### src/rtl/uart_pkg.sv
// Shared UART definitions: parity modes, receiver state encoding, baud divider helper.
// Latency: n/a (package only).
// Backpressure: n/a (package only).
package uart_pkg;

  localparam int PAR_NONE = 0;
  localparam int PAR_ODD  = 1;
  localparam int PAR_EVEN = 2;

  typedef enum logic [2:0] {
    ST_IDLE,
    ST_START,
    ST_DATA,
    ST_PARITY,
    ST_STOP
  } uart_state_t;

  // Clocks per oversample tick, truncated; shared with the transmit side.
  function automatic int calc_div(input int clk_freq, input int baud, input int oversample);
    return clk_freq / (baud * oversample);
  endfunction

endpackage

### src/rtl/uart_baud_tick.sv
// Oversampling tick generator: 1-cycle tick every DIV clocks while enabled.
// Latency: first tick DIV clocks after en rises; counter held at 0 while en is low.
// Backpressure: none; free-running while enabled.
// Ports: clk, rst_n (async active-low), en (run enable), tick (1-cycle pulse).
module uart_baud_tick #(
  parameter int DIV = 27
) (
  input  logic clk,
  input  logic rst_n,
  input  logic en,
  output logic tick
);

  localparam int TW = (DIV < 2) ? 1 : $clog2(DIV);
  localparam logic [TW-1:0] LAST = TW'(DIV - 1);

  if (DIV < 2) begin : g_div_chk
    $error("uart_baud_tick: DIV must be at least 2");
  end

  logic [TW-1:0] cnt;

  assign tick = en && (cnt == LAST);

  always_ff @(posedge clk or negedge rst_n) begin
    if (!rst_n) begin
      cnt <= '0;
    end else if (!en) begin
      cnt <= '0;
    end else if (cnt == LAST) begin
      cnt <= '0;
    end else begin
      cnt <= cnt + TW'(1);
    end
  end

endmodule

### src/rtl/uart_rx_cfg.sv
// Configurable UART receiver (5..9 data bits, none/odd/even parity, 1 or 2 stop bits).
// Latency: word committed at mid-point of the last stop bit; outputs registered 1 clk later.
// Backpressure: single holding register; a word arriving while the old one is unread is dropped (overrun).
// Ports: clk, rst_n (async active-low), data_rx (serial in, idle high),
//        rx_data/rx_valid/rx_ready (word handshake), parity_err/frame_err (per-word flags),
//        overrun/over_rx (commit pulses), busy (receiver not idle).
module uart_rx_cfg
  import uart_pkg::*;
#(
  parameter int CLK_FREQ   = 50_000_000,
  parameter int BAUD       = 115200,
  parameter int OVERSAMPLE = 16,
  parameter int DATA_BITS  = 8,
  parameter int PARITY     = 0,
  parameter int STOP_BITS  = 1
) (
  input  logic                 clk,
  input  logic                 rst_n,
  input  logic                 data_rx,
  output logic [DATA_BITS-1:0] rx_data,
  output logic                 rx_valid,
  input  logic                 rx_ready,
  output logic                 parity_err,
  output logic                 frame_err,
  output logic                 overrun,
  output logic                 over_rx,
  output logic                 busy
);

  localparam int DIV = calc_div(CLK_FREQ, BAUD, OVERSAMPLE);
  localparam int SW  = $clog2(OVERSAMPLE);
  localparam int BW  = $clog2(DATA_BITS + 1);

  localparam logic [SW-1:0] S_MID_M1 = SW'(OVERSAMPLE / 2 - 1);
  localparam logic [SW-1:0] S_MID    = SW'(OVERSAMPLE / 2);
  localparam logic [SW-1:0] S_RES    = SW'(OVERSAMPLE / 2 + 1);
  localparam logic [SW-1:0] S_LAST   = SW'(OVERSAMPLE - 1);
  localparam logic [BW-1:0] LAST_DATA = BW'(DATA_BITS - 1);
  localparam logic [BW-1:0] LAST_STOP = BW'(STOP_BITS - 1);

  if (OVERSAMPLE < 8 || (OVERSAMPLE % 2) != 0 || DATA_BITS < 5 || DATA_BITS > 9 ||
      PARITY < 0 || PARITY > 2 || STOP_BITS < 1 || STOP_BITS > 2) begin : g_param_chk
    $error("uart_rx_cfg: parameter out of range");
  end

  uart_state_t          state, state_nxt;
  logic                 rx_meta, rx_sync, rx_prev;
  logic                 tick, resolve, wrap, bit_val, fall, commit, drop;
  logic [SW-1:0]        s_cnt;
  logic [BW-1:0]        bit_cnt;
  logic                 samp_a, samp_b;
  logic [DATA_BITS-1:0] shreg;
  logic                 perr_acc, ferr_acc;

  uart_baud_tick #(.DIV(DIV)) u_tick (
    .clk   (clk),
    .rst_n (rst_n),
    .en    (state != ST_IDLE),
    .tick  (tick)
  );

  // Synchroniser plus one history flop; a start needs a high-to-low transition,
  // so a line held low (break) cannot retrigger until it has returned high.
  always_ff @(posedge clk or negedge rst_n) begin
    if (!rst_n) begin
      rx_meta <= 1'b1;
      rx_sync <= 1'b1;
      rx_prev <= 1'b1;
    end else begin
      rx_meta <= data_rx;
      rx_sync <= rx_meta;
      rx_prev <= rx_sync;
    end
  end

  assign fall    = rx_prev && !rx_sync;
  assign resolve = tick && (s_cnt == S_RES);
  assign wrap    = tick && (s_cnt == S_LAST);
  // Third sample is taken live on the resolve tick.
  assign bit_val = (samp_a & samp_b) | (samp_a & rx_sync) | (samp_b & rx_sync);
  assign drop    = rx_valid && !rx_ready;
  assign busy    = (state != ST_IDLE);

  always_ff @(posedge clk or negedge rst_n) begin
    if (!rst_n) state <= ST_IDLE;
    else        state <= state_nxt;
  end

  always_comb begin
    state_nxt = state;
    commit    = 1'b0;
    case (state)
      ST_IDLE:   if (fall) state_nxt = ST_START;
      ST_START: begin
        if (resolve && bit_val) state_nxt = ST_IDLE;
        else if (wrap)          state_nxt = ST_DATA;
      end
      ST_DATA: begin
        if (wrap && bit_cnt == LAST_DATA)
          state_nxt = (PARITY != PAR_NONE) ? ST_PARITY : ST_STOP;
      end
      ST_PARITY: if (wrap) state_nxt = ST_STOP;
      ST_STOP: begin
        // Commit mid-bit so the next start edge is never missed.
        if (resolve && bit_cnt == LAST_STOP) begin
          commit    = 1'b1;
          state_nxt = ST_IDLE;
        end
      end
      default: state_nxt = ST_IDLE;
    endcase
  end

  always_ff @(posedge clk or negedge rst_n) begin
    if (!rst_n) begin
      s_cnt    <= '0;
      bit_cnt  <= '0;
      samp_a   <= 1'b1;
      samp_b   <= 1'b1;
      shreg    <= '0;
      perr_acc <= 1'b0;
      ferr_acc <= 1'b0;
    end else begin
      if (state == ST_IDLE)  s_cnt <= '0;
      else if (wrap)         s_cnt <= '0;
      else if (tick)         s_cnt <= s_cnt + SW'(1);

      if (state_nxt != state) bit_cnt <= '0;
      else if (wrap)          bit_cnt <= bit_cnt + BW'(1);

      if (tick && s_cnt == S_MID_M1) samp_a <= rx_sync;
      if (tick && s_cnt == S_MID)    samp_b <= rx_sync;

      if (state == ST_DATA && resolve) shreg <= {bit_val, shreg[DATA_BITS-1:1]};

      if (state == ST_IDLE) begin
        perr_acc <= 1'b0;
        ferr_acc <= 1'b0;
      end else begin
        // Total ones over data+parity: odd mode wants 1, even mode wants 0.
        if (state == ST_PARITY && resolve)
          perr_acc <= (PARITY == PAR_ODD) ? !(^shreg ^ bit_val) : (^shreg ^ bit_val);
        if (state == ST_STOP && resolve && !bit_val)
          ferr_acc <= 1'b1;
      end
    end
  end

  always_ff @(posedge clk or negedge rst_n) begin
    if (!rst_n) begin
      rx_data    <= '0;
      rx_valid   <= 1'b0;
      parity_err <= 1'b0;
      frame_err  <= 1'b0;
      overrun    <= 1'b0;
      over_rx    <= 1'b0;
    end else begin
      over_rx <= commit;
      overrun <= commit && drop;
      if (commit && !drop) begin
        rx_data    <= shreg;
        parity_err <= perr_acc;
        frame_err  <= ferr_acc | !bit_val;
        rx_valid   <= 1'b1;
      end else if (rx_valid && rx_ready) begin
        rx_valid <= 1'b0;
      end
    end
  end

endmodule
### config.mk
export PLATFORM = sky130hd
export DESIGN_NAME = uart_rx_cfg
export DESIGN_NICKNAME = d
export VERILOG_FILES = /design/src/rtl/uart_pkg.sv /design/src/rtl/uart_baud_tick.sv /design/src/rtl/uart_rx_cfg.sv
export SDC_FILE = /design/constraint.sdc
export NUM_CORES = 1
export LEC_CHECK = 0
export BUFFER_PORTS_ARGS = -buffer_cell sky130_fd_sc_hd__buf_2
export CAP_MARGIN = 20
export CORE_ASPECT_RATIO = 0.9
export CORE_UTILIZATION = 40
export DETAILED_ROUTE_END_ITERATION = 8
export GPL_TIMING_DRIVEN = 0
export SKIP_LAST_GASP = 1
export SLEW_MARGIN = 10
export SYNTH_ARGS = -nofsm -noshare
export SYNTH_HDL_FRONTEND = slang
export SYNTH_SLANG_ARGS = --single-unit
### constraint.sdc
create_clock -name clk -period 2 [get_ports clk]
set_input_delay 0.2 -clock clk [delete_from_list [all_inputs] [get_ports clk]]
set_output_delay 0.2 -clock clk [all_outputs]
set_load 0.01 [all_outputs]
==> out/metrics.cfg <==
[power]
p_leak_nw = 1.20
power.density_nw_per_um2 = 816
comb_power_share_pct = 16.3
switching_share_pct = 26.3
seqPwrFrac_pct = 51.2
peakVddDrop_mv = 0.561
clkPwrFrac_pct = 32.6
internal-power_mw = 1.50
netSwitchingPower_uw = 537

[hold_path]
hold_class = in2reg
hold_start = rx_ready
hold-path-endpoint = overrun
hold_depth = 3

[detailed_routing]
vias_per_cell = 5.24
drt_iter0_drc = 132
drtPass1Iterations = 4
vias = 1437
wl_per_cell_um = 14.2
drc = 0
routed_wl_um = 3890
ant_nets = 0

[timing]
fin_crit_sh_pct = 98.6
slew_headroom_pct = 68.8
final_hold_viol_count = 0
tightest_slew_ns = 0.469
setup_violations = 0
slew_viol_final = 0
skew_ns = 0.00750
layout_setup_ws_ns = 0.0287
rsz0062_at_grt = true
fmax_ghz = 0.507
period_needed_ns = 1.97

[clock_tree]
cts_made_buffers = 5
cts-root-buf = clkbuf_8
cts_tree = yes
cts-htree-levels = 2
clk_pin_slew_ns = 0.09
clock_latency_ns = 0.29
cts_buffer_depth = 2
cts.sinks = 44

[global_routing]
grt_pass1_vias = 1434
grt_max_degree = 45
grt_pass1_wl_um = 6440
antenna_found_initial = 0
grt.total_usage_pct = 15.1
grt_remaining_overflow = 0

[placement]
preCtsSetupSlack_ns = -0.201
place_inst = 258
place.gp.congestion = 0.817
post_dp_cell_area_sq_um = 2260
port_buffers = 17
hpwlAfterDp_um = 2680

[worst_setup_path]
startpoint_type = flip-flop
r2r_slack_ns = 0.03
crit_start = u_tick.cnt[0]
crit_family = simple AND/OR/NAND/NOR gates
path_class = reg2reg
cp_max_fo = 8
crit_slowest_cell = or4_4
crit_arrival_ns = 2.15
slowest_delay_ns = 0.53
r2r_cells = 7
critPathBufInv = 2
path_cells = inv_1, ha_2, and4b_1, buf_6, nand2_2, or4_4, mux2_4
worst_setup_path_end_kind = flip-flop
critical_path_required_ns = 2.18
r2r-end = shreg[4]
worstReg2RegStart = u_tick.cnt[0]

[final_layout]
multi_input_area_sq_um = 942
final_cells = 274
diodes = 0
fin_area_sq_um = 2500
regArea_sq_um = 1110
final_util_pct = 50.4
areaGrowthSynthToFinish_pct = 19.2
drive_above_1_share_pct = 33.5
fillerInstances = 454
fin_nets = 219

[synth]
ys_async_sr_fraction_pct = 100
ys_ff_latch = 44
ys_types = 40
synth_nets = 187
netlist_instances = 176
synth_edf_count = 0
synth_most_common_cell = dfrtp_1
syn_area_per_cell_sq_um = 11.9
synth_flop_cell = dfrtp_1
ys_top_cells_by_count = 39 x dfrtp_1, 12 x mux2_2, 11 x inv_1
netlist_area_sq_um = 2100
yosysWarningCount = 0
synthTopCellsByArea = dfrtp_1 47%, mux2_2 6.4%, dfstp_2 6.3%
synth_top_area_share_pct = 46.6
synth.yosys.seq_area_share_pct = 52.8
synth_top_cell_by_area = dfrtp_1

[floorplanning]
die_h_um = 70.7
die_w_um = 78.3
core_area_sq_um = 4950
floorplan.initialDensity_pct = 42.3
die_area_sq_um = 5530
io_pins = 18
rows = 24

[run]
maxCapViolations = 0

[outcome]
status = finished, final reports clean

## tightest hold or removal path: stages
cell	delay (ns)
buf_2	0.07
nand2b_1	0.13
nor2_1	0.05
## placed cells by master, fill, tap and decap left out, types with 2 or more instances in the layout
cell,count
clkbuf_8,5
buf_4,6
dlygate4sd3_1,2
o21ai_0,3
nor3b_1,2
inv_1,11
clkbuf_1,2
buf_2,18
buf_6,3
dfstp_2,5
nand2b_1,2
nor4_1,3
and3b_1,2
nand2_1,8
nor2_1,9
nand4_1,4
xnor2_1,10
mux2_4,8
a31oi_1,2
dfrtp_1,39
mux2_2,12
a21oi_1,6
xor2_1,3
ha_1,6
nor3_1,5
nand3_1,8
## per-layer routing
| metal | track usage (%) | up-vias | wire (um) |
|---|---|---|---|
| met5 | 0 | - | 0 |
| met4 | 5.14 | 0 | 35 |
| met3 | 4.13 | 5 | 121 |
| met2 | 25.1 | 23 | 1940 |
| met1 | 19.0 | 730 | 1780 |
| li1 | - | 679 | - |
## per-stage QoR
| step | TNS (ns) | power [mW] | hold WS (ns) |
|---|---|---|---|
| CTS | -0.0115 | 2.03 | 0.108 |
| finish | 0 | 2.04 | 0.191 |
| global placement | -0.332 | 1.30 | 0.305 |
| global route | -0.472 | 2.15 | 0.201 |
| detailed placement | -1.40 | 1.33 | 0.309 |
| floorplan | 0 | 1.24 | -0.0956 |
## cell families (layout without fill, tap and decap cells)
kind of cell               Yosys count  after routing  share of synthesized area, %
muxes                               21             21                          12.7
buffers and inverters               18             51                          4.06
xor gates and xnor gates            14             14                          6.51
AOI/OAI and AO/OA                   19             19                          6.03
and+or+nand+nor                     52             52                          13.3
adders and majority gates            8              8                          4.66
DFF                                 44             44                          52.8
## worst max-delay path by stage
stage	to	slack, ns	depth (start not counted)
final	shreg[4]	0.03	7
after global routing	shreg[7]	-0.04	7
after CTS	busy	-0.01	4
after detailed placement	samp_a	-0.20	5
after global placement	samp_a	-0.16	5
after floorplan	shreg[0]	0.09	8
## power groups by stage
stage / clock (mW) / sequential, mW / combinational (mW)
detailed placement: 0 / 1.07 / 0.263
finish: 0.664 / 1.04 / 0.331
CTS: 0.678 / 1.04 / 0.308
floorplan: 0 / 1.05 / 0.191
global route: 0.714 / 1.06 / 0.383
global placement: 0 / 1.06 / 0.238
## cell type report
cell class	instances	area share (%)
clock inverters	2	1.40
flip-flops and latches	44	44.3
multi-input cells	114	37.7
clock buffers	6	2.91
well taps	65	3.26
repair buffers	26	6.96
plain buffers	6	1.75
inverters	11	1.65
## state kept, by name (all words and copies together) (netlist names), 3 cells and up
signal	flops
bit_cnt	4
rx_data	8
s_cnt	4
shreg	8
state	3
u_tick.cnt	5
## what timing repair did
item	in CTS	in global routing
cloned	0	1
setup endpoints to repair	29	24
setup buffers	2	3
endpoints found under the hold margin	1	11
hold buffers	1	1
gates resized for setup	4	12
No activity file was read; power rests on OpenSTA's default activity.
